$ cat src/rtl/mandel_job_scheduler_if.sv
// Engine job/result signals and the raster depth stream around mandel_job_scheduler.
// The scheduler takes the master modport; engines and the downstream packer take the slave.
interface mandel_job_scheduler_if #(
    parameter int NUM_ENGINES = 4,
    parameter int DEPTH_W     = 10
);
    logic [NUM_ENGINES-1:0]         eng_start;
    logic [10:0]                    eng_x;
    logic [10:0]                    eng_y;
    logic [NUM_ENGINES-1:0]         eng_done;
    logic [NUM_ENGINES*DEPTH_W-1:0] eng_depth;
    logic                           pix_valid;
    logic                           pix_ready;
    logic [DEPTH_W-1:0]             pix_depth;
    logic                           pix_sof;
    logic                           pix_eol;

    modport master (
        output eng_start, eng_x, eng_y,
        input  eng_done, eng_depth,
        output pix_valid, pix_depth, pix_sof, pix_eol,
        input  pix_ready
    );

    modport slave (
        input  eng_start, eng_x, eng_y,
        output eng_done, eng_depth,
        input  pix_valid, pix_depth, pix_sof, pix_eol,
        output pix_ready
    );
endinterface

$ cat src/rtl/mandel_job_scheduler.sv
// Round-robin Mandelbrot job dispatcher with in-order result reassembly and frame-stable view shadows.
// Optional perf counters (stall_cycles, frame_cycles) are built when MANDEL_SCHED_PERF_EN is defined.
module mandel_job_scheduler #(
    parameter int NUM_ENGINES   = 4,
    parameter int SCREEN_WIDTH  = 960,
    parameter int SCREEN_HEIGHT = 720,
    parameter int DEPTH_W       = 10
) (
    input  logic        clk,
    input  logic        reset,
    input  logic        enable,
    input  logic [31:0] cfg_max_iter,
    input  logic [31:0] cfg_zoom,
    input  logic [31:0] cfg_real_center,
    input  logic [31:0] cfg_imag_center,
    output logic [31:0] eng_max_iter,
    output logic [31:0] eng_zoom,
    output logic [31:0] eng_real_center,
    output logic [31:0] eng_imag_center,
    mandel_job_scheduler_if.master bus,
    output logic        busy,
    output logic [15:0] frame_count,
    output logic        protocol_err
`ifdef MANDEL_SCHED_PERF_EN
    ,
    output logic [31:0] stall_cycles,
    output logic [31:0] frame_cycles
`endif
);
    localparam int          PTR_W  = (NUM_ENGINES > 1) ? $clog2(NUM_ENGINES) : 1;
    localparam logic [10:0] X_LAST = 11'(SCREEN_WIDTH - 1);
    localparam logic [10:0] Y_LAST = 11'(SCREEN_HEIGHT - 1);

    typedef enum logic [1:0] {IDLE, RUN, DRAIN} state_e;

    typedef struct packed {
        logic [31:0] max_iter;
        logic [31:0] zoom;
        logic [31:0] real_center;
        logic [31:0] imag_center;
    } view_t;

    typedef struct packed {
        logic [10:0] y;
        logic [10:0] x;
    } coord_t;

    function automatic coord_t next_coord(input coord_t c);
        coord_t n;
        n = c;
        if (c.x == X_LAST) begin
            n.x = '0;
            n.y = (c.y == Y_LAST) ? '0 : c.y + 11'd1;
        end else begin
            n.x = c.x + 11'd1;
        end
        return n;
    endfunction

    function automatic logic [PTR_W-1:0] next_ptr(input logic [PTR_W-1:0] p);
        return (p == PTR_W'(NUM_ENGINES - 1)) ? '0 : p + PTR_W'(1);
    endfunction

    state_e                   state_q, state_d;
    view_t                    view_q, view_d, cfg_view;
    coord_t                   disp_q, disp_d, out_q, out_d;
    logic [PTR_W-1:0]         disp_ptr_q, disp_ptr_d, out_ptr_q, out_ptr_d;
    logic [NUM_ENGINES-1:0]   busy_q, busy_d, slot_full_q, slot_full_d;
    logic [DEPTH_W-1:0]       slot_q [NUM_ENGINES];
    logic [15:0]              frame_count_q, frame_count_d;
    logic                     protocol_err_q, protocol_err_d;
    logic                     latch;

    logic                     consume, eligible, dispatch, last_out, last_disp;
    logic [NUM_ENGINES-1:0]   start_vec, take_vec, done_ok, done_bad;

    assign cfg_view = {cfg_max_iter, cfg_zoom, cfg_real_center, cfg_imag_center};

    // A slot being drained this cycle counts as free, so a full pipeline never loses a dispatch slot.
    assign consume   = slot_full_q[out_ptr_q] & bus.pix_ready;
    assign eligible  = !busy_q[disp_ptr_q] &&
                       (!slot_full_q[disp_ptr_q] || (consume && (out_ptr_q == disp_ptr_q)));
    assign dispatch  = (state_q == RUN) && eligible;
    assign last_disp = dispatch && (disp_q.x == X_LAST) && (disp_q.y == Y_LAST);
    assign last_out  = consume && (out_q.x == X_LAST) && (out_q.y == Y_LAST);
    assign start_vec = dispatch ? (NUM_ENGINES'(1) << disp_ptr_q) : '0;
    assign take_vec  = consume ? (NUM_ENGINES'(1) << out_ptr_q) : '0;
    assign done_ok   = bus.eng_done & busy_q & ~slot_full_q;
    assign done_bad  = bus.eng_done & ~done_ok;

    always_comb begin
        // NOTE: every _d signal takes its hold value first, so no branch can leave a latch behind.
        state_d        = state_q;
        view_d         = view_q;
        disp_d         = disp_q;
        disp_ptr_d     = disp_ptr_q;
        out_d          = out_q;
        out_ptr_d      = out_ptr_q;
        busy_d         = (busy_q & ~done_ok) | start_vec;
        slot_full_d    = (slot_full_q | done_ok) & ~take_vec;
        frame_count_d  = frame_count_q;
        protocol_err_d = protocol_err_q | (|done_bad);
        latch          = 1'b0;

        unique case (state_q)
            IDLE: begin
                if (enable) begin
                    latch   = 1'b1;
                    state_d = RUN;
                end
            end
            RUN: begin
                if (last_disp) state_d = DRAIN;
            end
            DRAIN: begin
                if (last_out) begin
                    frame_count_d = frame_count_q + 16'd1;
                    if (enable) begin
                        latch   = 1'b1;
                        state_d = RUN;
                    end else begin
                        state_d = IDLE;
                    end
                end
            end
            default: state_d = IDLE;
        endcase

        if (latch) view_d = cfg_view;
        if (dispatch) begin
            disp_d     = next_coord(disp_q);
            disp_ptr_d = next_ptr(disp_ptr_q);
        end
        if (consume) begin
            out_d     = next_coord(out_q);
            out_ptr_d = next_ptr(out_ptr_q);
        end
    end

    always_ff @(posedge clk or posedge reset) begin
        // NOTE: sequential state uses <= only, so every register sees pre-edge values of its peers.
        if (reset) begin
            state_q        <= IDLE;
            view_q         <= '0;
            disp_q         <= '0;
            disp_ptr_q     <= '0;
            out_q          <= '0;
            out_ptr_q      <= '0;
            busy_q         <= '0;
            slot_full_q    <= '0;
            frame_count_q  <= '0;
            protocol_err_q <= 1'b0;
        end else begin
            state_q        <= state_d;
            view_q         <= view_d;
            disp_q         <= disp_d;
            disp_ptr_q     <= disp_ptr_d;
            out_q          <= out_d;
            out_ptr_q      <= out_ptr_d;
            busy_q         <= busy_d;
            slot_full_q    <= slot_full_d;
            frame_count_q  <= frame_count_d;
            protocol_err_q <= protocol_err_d;
        end
    end

    always_ff @(posedge clk or posedge reset) begin
        // NOTE: the result slots are reset despite being storage, because pix_depth reads them directly.
        if (reset) begin
            for (int i = 0; i < NUM_ENGINES; i++) slot_q[i] <= '0;
        end else begin
            for (int i = 0; i < NUM_ENGINES; i++) begin
                if (done_ok[i]) slot_q[i] <= bus.eng_depth[i*DEPTH_W +: DEPTH_W];
            end
        end
    end

    assign bus.eng_start = start_vec;
    assign bus.eng_x     = disp_q.x;
    assign bus.eng_y     = disp_q.y;
    assign bus.pix_valid = slot_full_q[out_ptr_q];
    assign bus.pix_depth = slot_q[out_ptr_q];
    assign bus.pix_sof   = slot_full_q[out_ptr_q] && (out_q.x == '0) && (out_q.y == '0);
    assign bus.pix_eol   = slot_full_q[out_ptr_q] && (out_q.x == X_LAST);

    assign eng_max_iter    = view_q.max_iter;
    assign eng_zoom        = view_q.zoom;
    assign eng_real_center = view_q.real_center;
    assign eng_imag_center = view_q.imag_center;
    assign busy            = (state_q != IDLE);
    assign frame_count     = frame_count_q;
    assign protocol_err    = protocol_err_q;

`ifdef MANDEL_SCHED_PERF_EN
    logic [31:0] stall_q, run_cnt_q, frame_cyc_q;

    // run_cnt_q counts cycles since the latch; the accept cycle itself is added on capture.
    always_ff @(posedge clk or posedge reset) begin
        if (reset) begin
            stall_q     <= '0;
            run_cnt_q   <= '0;
            frame_cyc_q <= '0;
        end else begin
            if (latch) begin
                stall_q   <= '0;
                run_cnt_q <= '0;
            end else begin
                if ((state_q == RUN) && !eligible) stall_q <= stall_q + 32'd1;
                if (state_q != IDLE) run_cnt_q <= run_cnt_q + 32'd1;
            end
            if (last_out) frame_cyc_q <= run_cnt_q + 32'd1;
        end
    end

    assign stall_cycles = stall_q;
    assign frame_cycles = frame_cyc_q;
`endif
endmodule

$ cat src/flat_wrapper.sv
// flat-port wrapper written by rule: the top's interface ports become plain ports
module mandel_job_scheduler_flat 
#(
    parameter int NUM_ENGINES   = 4,
    parameter int SCREEN_WIDTH  = 960,
    parameter int SCREEN_HEIGHT = 720,
    parameter int DEPTH_W       = 10
)
  (clk, reset, enable, cfg_max_iter, cfg_zoom, cfg_real_center, cfg_imag_center, eng_max_iter, eng_zoom, eng_real_center, eng_imag_center, busy, frame_count, protocol_err, bus_eng_start, bus_eng_x, bus_eng_y, bus_eng_done, bus_eng_depth, bus_pix_valid, bus_pix_depth, bus_pix_sof, bus_pix_eol, bus_pix_ready);
  mandel_job_scheduler_if #(.NUM_ENGINES(NUM_ENGINES), .DEPTH_W(DEPTH_W)) bus_i ();
  input  logic clk;
  input  logic reset;
  input  logic enable;
  input  logic [31:0] cfg_max_iter;
  input  logic [31:0] cfg_zoom;
  input  logic [31:0] cfg_real_center;
  input  logic [31:0] cfg_imag_center;
  output logic [31:0] eng_max_iter;
  output logic [31:0] eng_zoom;
  output logic [31:0] eng_real_center;
  output logic [31:0] eng_imag_center;
  output logic busy;
  output logic [15:0] frame_count;
  output logic protocol_err;
  output wire logic [$bits(bus_i.eng_start)-1:0] bus_eng_start;
  output wire logic [$bits(bus_i.eng_x)-1:0] bus_eng_x;
  output wire logic [$bits(bus_i.eng_y)-1:0] bus_eng_y;
  input wire logic [$bits(bus_i.eng_done)-1:0] bus_eng_done;
  input wire logic [$bits(bus_i.eng_depth)-1:0] bus_eng_depth;
  output wire logic [$bits(bus_i.pix_valid)-1:0] bus_pix_valid;
  output wire logic [$bits(bus_i.pix_depth)-1:0] bus_pix_depth;
  output wire logic [$bits(bus_i.pix_sof)-1:0] bus_pix_sof;
  output wire logic [$bits(bus_i.pix_eol)-1:0] bus_pix_eol;
  input wire logic [$bits(bus_i.pix_ready)-1:0] bus_pix_ready;
  assign bus_eng_start = bus_i.eng_start;
  assign bus_eng_x = bus_i.eng_x;
  assign bus_eng_y = bus_i.eng_y;
  assign bus_i.eng_done = bus_eng_done;
  assign bus_i.eng_depth = bus_eng_depth;
  assign bus_pix_valid = bus_i.pix_valid;
  assign bus_pix_depth = bus_i.pix_depth;
  assign bus_pix_sof = bus_i.pix_sof;
  assign bus_pix_eol = bus_i.pix_eol;
  assign bus_i.pix_ready = bus_pix_ready;
  mandel_job_scheduler #(.NUM_ENGINES(NUM_ENGINES), .SCREEN_WIDTH(SCREEN_WIDTH), .SCREEN_HEIGHT(SCREEN_HEIGHT), .DEPTH_W(DEPTH_W)) u_core (.clk(clk), .reset(reset), .enable(enable), .cfg_max_iter(cfg_max_iter), .cfg_zoom(cfg_zoom), .cfg_real_center(cfg_real_center), .cfg_imag_center(cfg_imag_center), .eng_max_iter(eng_max_iter), .eng_zoom(eng_zoom), .eng_real_center(eng_real_center), .eng_imag_center(eng_imag_center), .bus(bus_i), .busy(busy), .frame_count(frame_count), .protocol_err(protocol_err));
endmodule
$ cat config.mk
export PLATFORM = sky130hd
export DESIGN_NAME = mandel_job_scheduler_flat
export DESIGN_NICKNAME = d
export VERILOG_FILES = /design/src/rtl/mandel_job_scheduler_if.sv /design/src/rtl/mandel_job_scheduler.sv /design/src/flat_wrapper.sv
export SDC_FILE = /design/constraint.sdc
export NUM_CORES = 1
export LEC_CHECK = 0
export CORE_MARGIN = 8
export CORE_UTILIZATION = 60
export DETAILED_ROUTE_END_ITERATION = 8
export DONT_BUFFER_PORTS = 1
export GPL_TIMING_DRIVEN = 1
export MAX_ROUTING_LAYER = met4
export PLACE_DENSITY_LB_ADDON = 0.12
export REMOVE_ABC_BUFFERS = 1
export SYNTH_ARGS = -nofsm -noshare
export SYNTH_HDL_FRONTEND = slang
export SYNTH_SLANG_ARGS = --single-unit
$ cat constraint.sdc
create_clock -name clk -period 23.8 [get_ports clk]
set_clock_uncertainty 0.15 [all_clocks]
set_input_delay 2.38 -clock clk [delete_from_list [all_inputs] [get_ports clk]]
set_output_delay 2.38 -clock clk [all_outputs]
set_load 0.005 [all_outputs]
==> impl_metrics.toml <==
[synth]
ys_async_sr_fraction_pct = 100
synth_top_area_share_pct = 57.2
synth_edf_count = 0
yosysUniqueCellTypes = 61
synthesis.area_um2 = 10600
avgSynthCellArea_um2 = 13.6
yosys_warnings = 0
yosysSeqAreaShare_pct = 57.2
synthTopCellsByArea = "dfrtp_1 57%, mux2_2 14%, mux2_1 4.4%, mux4_2 2.1%, xor2_1 1.8%"
ys_seq_elements = 243
synth_cells = 781
synth_flop_cell = "dfrtp_1"
yosys.area.top_type = "dfrtp_1"

[final_layout]
fillers = 1214
final_common_cell = "dfrtp_1"
mostFrequentLayoutCells = "243 x dfrtp_1, 134 x mux2_2, 42 x mux2_1"
fin_cells = 1033
fin_nets = 973
finalInstanceArea_um2 = 11600
syn2layout_area_growth_pct = 9.17
drive_above_1_share_pct = 25.6

[timing]
slew_viol_final = 0
rsz0062_at_grt = "no"
setup_viol = 0
fin_crit_sh_pct = 25.1
setup_tns_ns = 0
finalHoldViolations = 0
worstMarginPinSlew_ns = 1.02
fin_crit_ns = 5.99
max_freq_mhz = 167
slew_headroom_pct = 32.0

[placement]
gp_congestion = 0.879
port_buffers = 0
dpl.hpwl_mm = 21.5
dp_cells = 979
placed_cell_area_um2 = 10700

[global_routing]
grt.overflow.total = 0
antenna_found_initial = 8
grt_max_degree = 108
grt_pass1_wl_mm = 41.9
grt_pass1_vias = 6518
grt_use_total_pct = 25.1

[clock_tree]
worstSkewPairLatency_ns = 0.51
cts.htree.levels = 1
clk_pin_slew_worst_paths_ns = 0.06
cts_tree = "built"
clock-sinks = 243
cts_made_buffers = 26
post_cts_buffers = 0
clock_path_buffers = 3
cts-root-buf = "clkbuf_16"
cts_hold_buffers = 0
ctsResizeCount = 0

[power_and_ir_drop]
internal_power_w = 0.000947
pwr-share-seq_pct = 49.8
p_clk_share_pct = 28.9
netSwitchingPower_w = 0.000439
powerDensity_nw_per_um2 = 119
combinationalPowerShare_pct = 21.3
ir_worst_vdd_mv = 0.0735
power_leakage_nw = 4.98
switching_share_pct = 31.7

[worst_setup_path]
slowest_delay_ns = 0.36
crit_path_max_fanout = 10
cp_slowest_cell = "a2bb2oi_2"
cp.required_ns = 21.27
cp_num_buf_inv = 0
start_kind = "input port"
worst_setup_path_end_kind = "output pin"
critPathTopFamily = "compound AO/OA/AOI/OAI gates"
critPathArrivalTime_ns = 3.46
path_cells = "nor2b_1 > a2bb2oi_2 > o221ai_2 > and3_1"
critPathKind = "in -> out"

[status]
outcome = "complete, no violations"

[die]
die_y_um = 149
start_util_pct = 61.5
core_um2 = 17300
die_area_um2 = 22200
num_rows = 48
die_x_um = 149
num_io_pins = 361

[flow_run]
drv_cap = 0

[drt]
drt-total-wl_mm = 28.4
ant_nets = 0
vias = 6435
dr.pass1.iters = 5
drc_errors = 0
wl_per_cell_um = 27.5
via_per_inst = 6.23
first_iter_violations = 346

[min_path]
hp-class = "reg -> reg"
-- power by group through the flow --
stage | Clock [W] | Sequential, W | Combinational, W
2_1_floorplan | 0 | 0.000634 | 0.000236
3_3_place_gp | 0 | 0.000693 | 0.000282
3_5_place_dp | 0 | 0.000700 | 0.000297
4_1_cts | 0.000409 | 0.000694 | 0.000299
5_1_grt | 0.000427 | 0.000705 | 0.000323
6_report | 0.000401 | 0.000690 | 0.000295
-- state kept, by name (all words and copies together) (netlist names), 4 cells and up --
register and cells:
u_core.eng_max_iter 32, u_core.bus.eng_x 11, u_core.eng_imag_center 32, u_core.eng_real_center 32
u_core.eng_zoom 32, u_core.frame_count 16, u_core.out_q 22, u_core.slot_q 40
u_core.slot_full_q 4, u_core.bus.eng_y 11, u_core.busy_q 4
-- path summary, 6_finish.rpt --
path,end,slack (ns),cells past startpoint,from
hold reg to reg,u_core.out_q[21]$_DFFE_PP0N_,0.33,1,u_core.out_q[21]$_DFFE_PP0N_
max in group asynchronous,u_core.bus.eng_x[8]$_DFFE_PP0P_,19.60,3,reset
min in group asynchronous,u_core.eng_max_iter[31]$_DFFE_PP0P_,1.69,1,reset
setup / recovery,bus_eng_start[0],17.81,4,bus_pix_ready
hold / removal,u_core.out_q[21]$_DFFE_PP0N_,0.33,1,u_core.out_q[21]$_DFFE_PP0N_
setup reg to reg,u_core.eng_imag_center[16]$_DFFE_PP0P_,19.61,8,u_core.out_ptr_q[0]$_DFFE_PP0P_
-- logic make-up (layout without fill, tap and decap cells) --
group / after synthesis / in the layout / synth area share, %
other: 0 / 8 / 0
and+or+nand+nor: 176 / 176 / 9.32
muxes: 190 / 190 / 21.1
AOI/OAI and AO/OA: 69 / 69 / 4.52
DFF: 243 / 243 / 57.2
xor gates and xnor gates: 35 / 35 / 2.88
buffers and inverters: 53 / 72 / 3.15
adders and majority gates: 15 / 15 / 1.77
-- synth_stat cells (all sizes together) (16+ instances only) --
master / count
nor2: 24
buf: 26
mux2: 176
nand3: 24
dfrtp: 243
xor2: 22
nand2: 31
a21oi: 16
nor3: 19
nand4: 19
inv: 17
o21ai: 17
-- stage by stage --
step | util (%) | total power (W) | hold WS (ns) | setup WS (ns)
floorplan | - | 0.000871 | 0.296 | 14.60
global placement | 61.9 | 0.000975 | 0.318 | 17.86
detailed placement | 61.9 | 0.000997 | 0.313 | 17.81
CTS | 67.0 | 0.00140 | 0.326 | 17.81
global route | 67.1 | 0.00146 | 0.350 | 17.73
finish | 67.1 | 0.00139 | 0.327 | 17.81
-- metal layers --
layer	vias up	track usage [%]	part of all wire (%)
met5	-	-	0
met4	0	7.47	2.0
met3	31	7.83	9.4
met2	287	42.6	54
met1	3278	28.1	35
li1	2839	-	-
-- layout make-up --
type	instances	area [µm²]	share of cell area (%)
diodes	8	20.0	0.173
clock buffers	40	815	7.02
clock inverters	6	58.8	0.507
inverters	18	75.1	0.647
multi-input cells	485	4210	36.3
flip-flops and latches	243	6080	52.4
well taps	225	282	2.43
repair buffers	8	60.1	0.518
(Power assumes the default switching activity.)
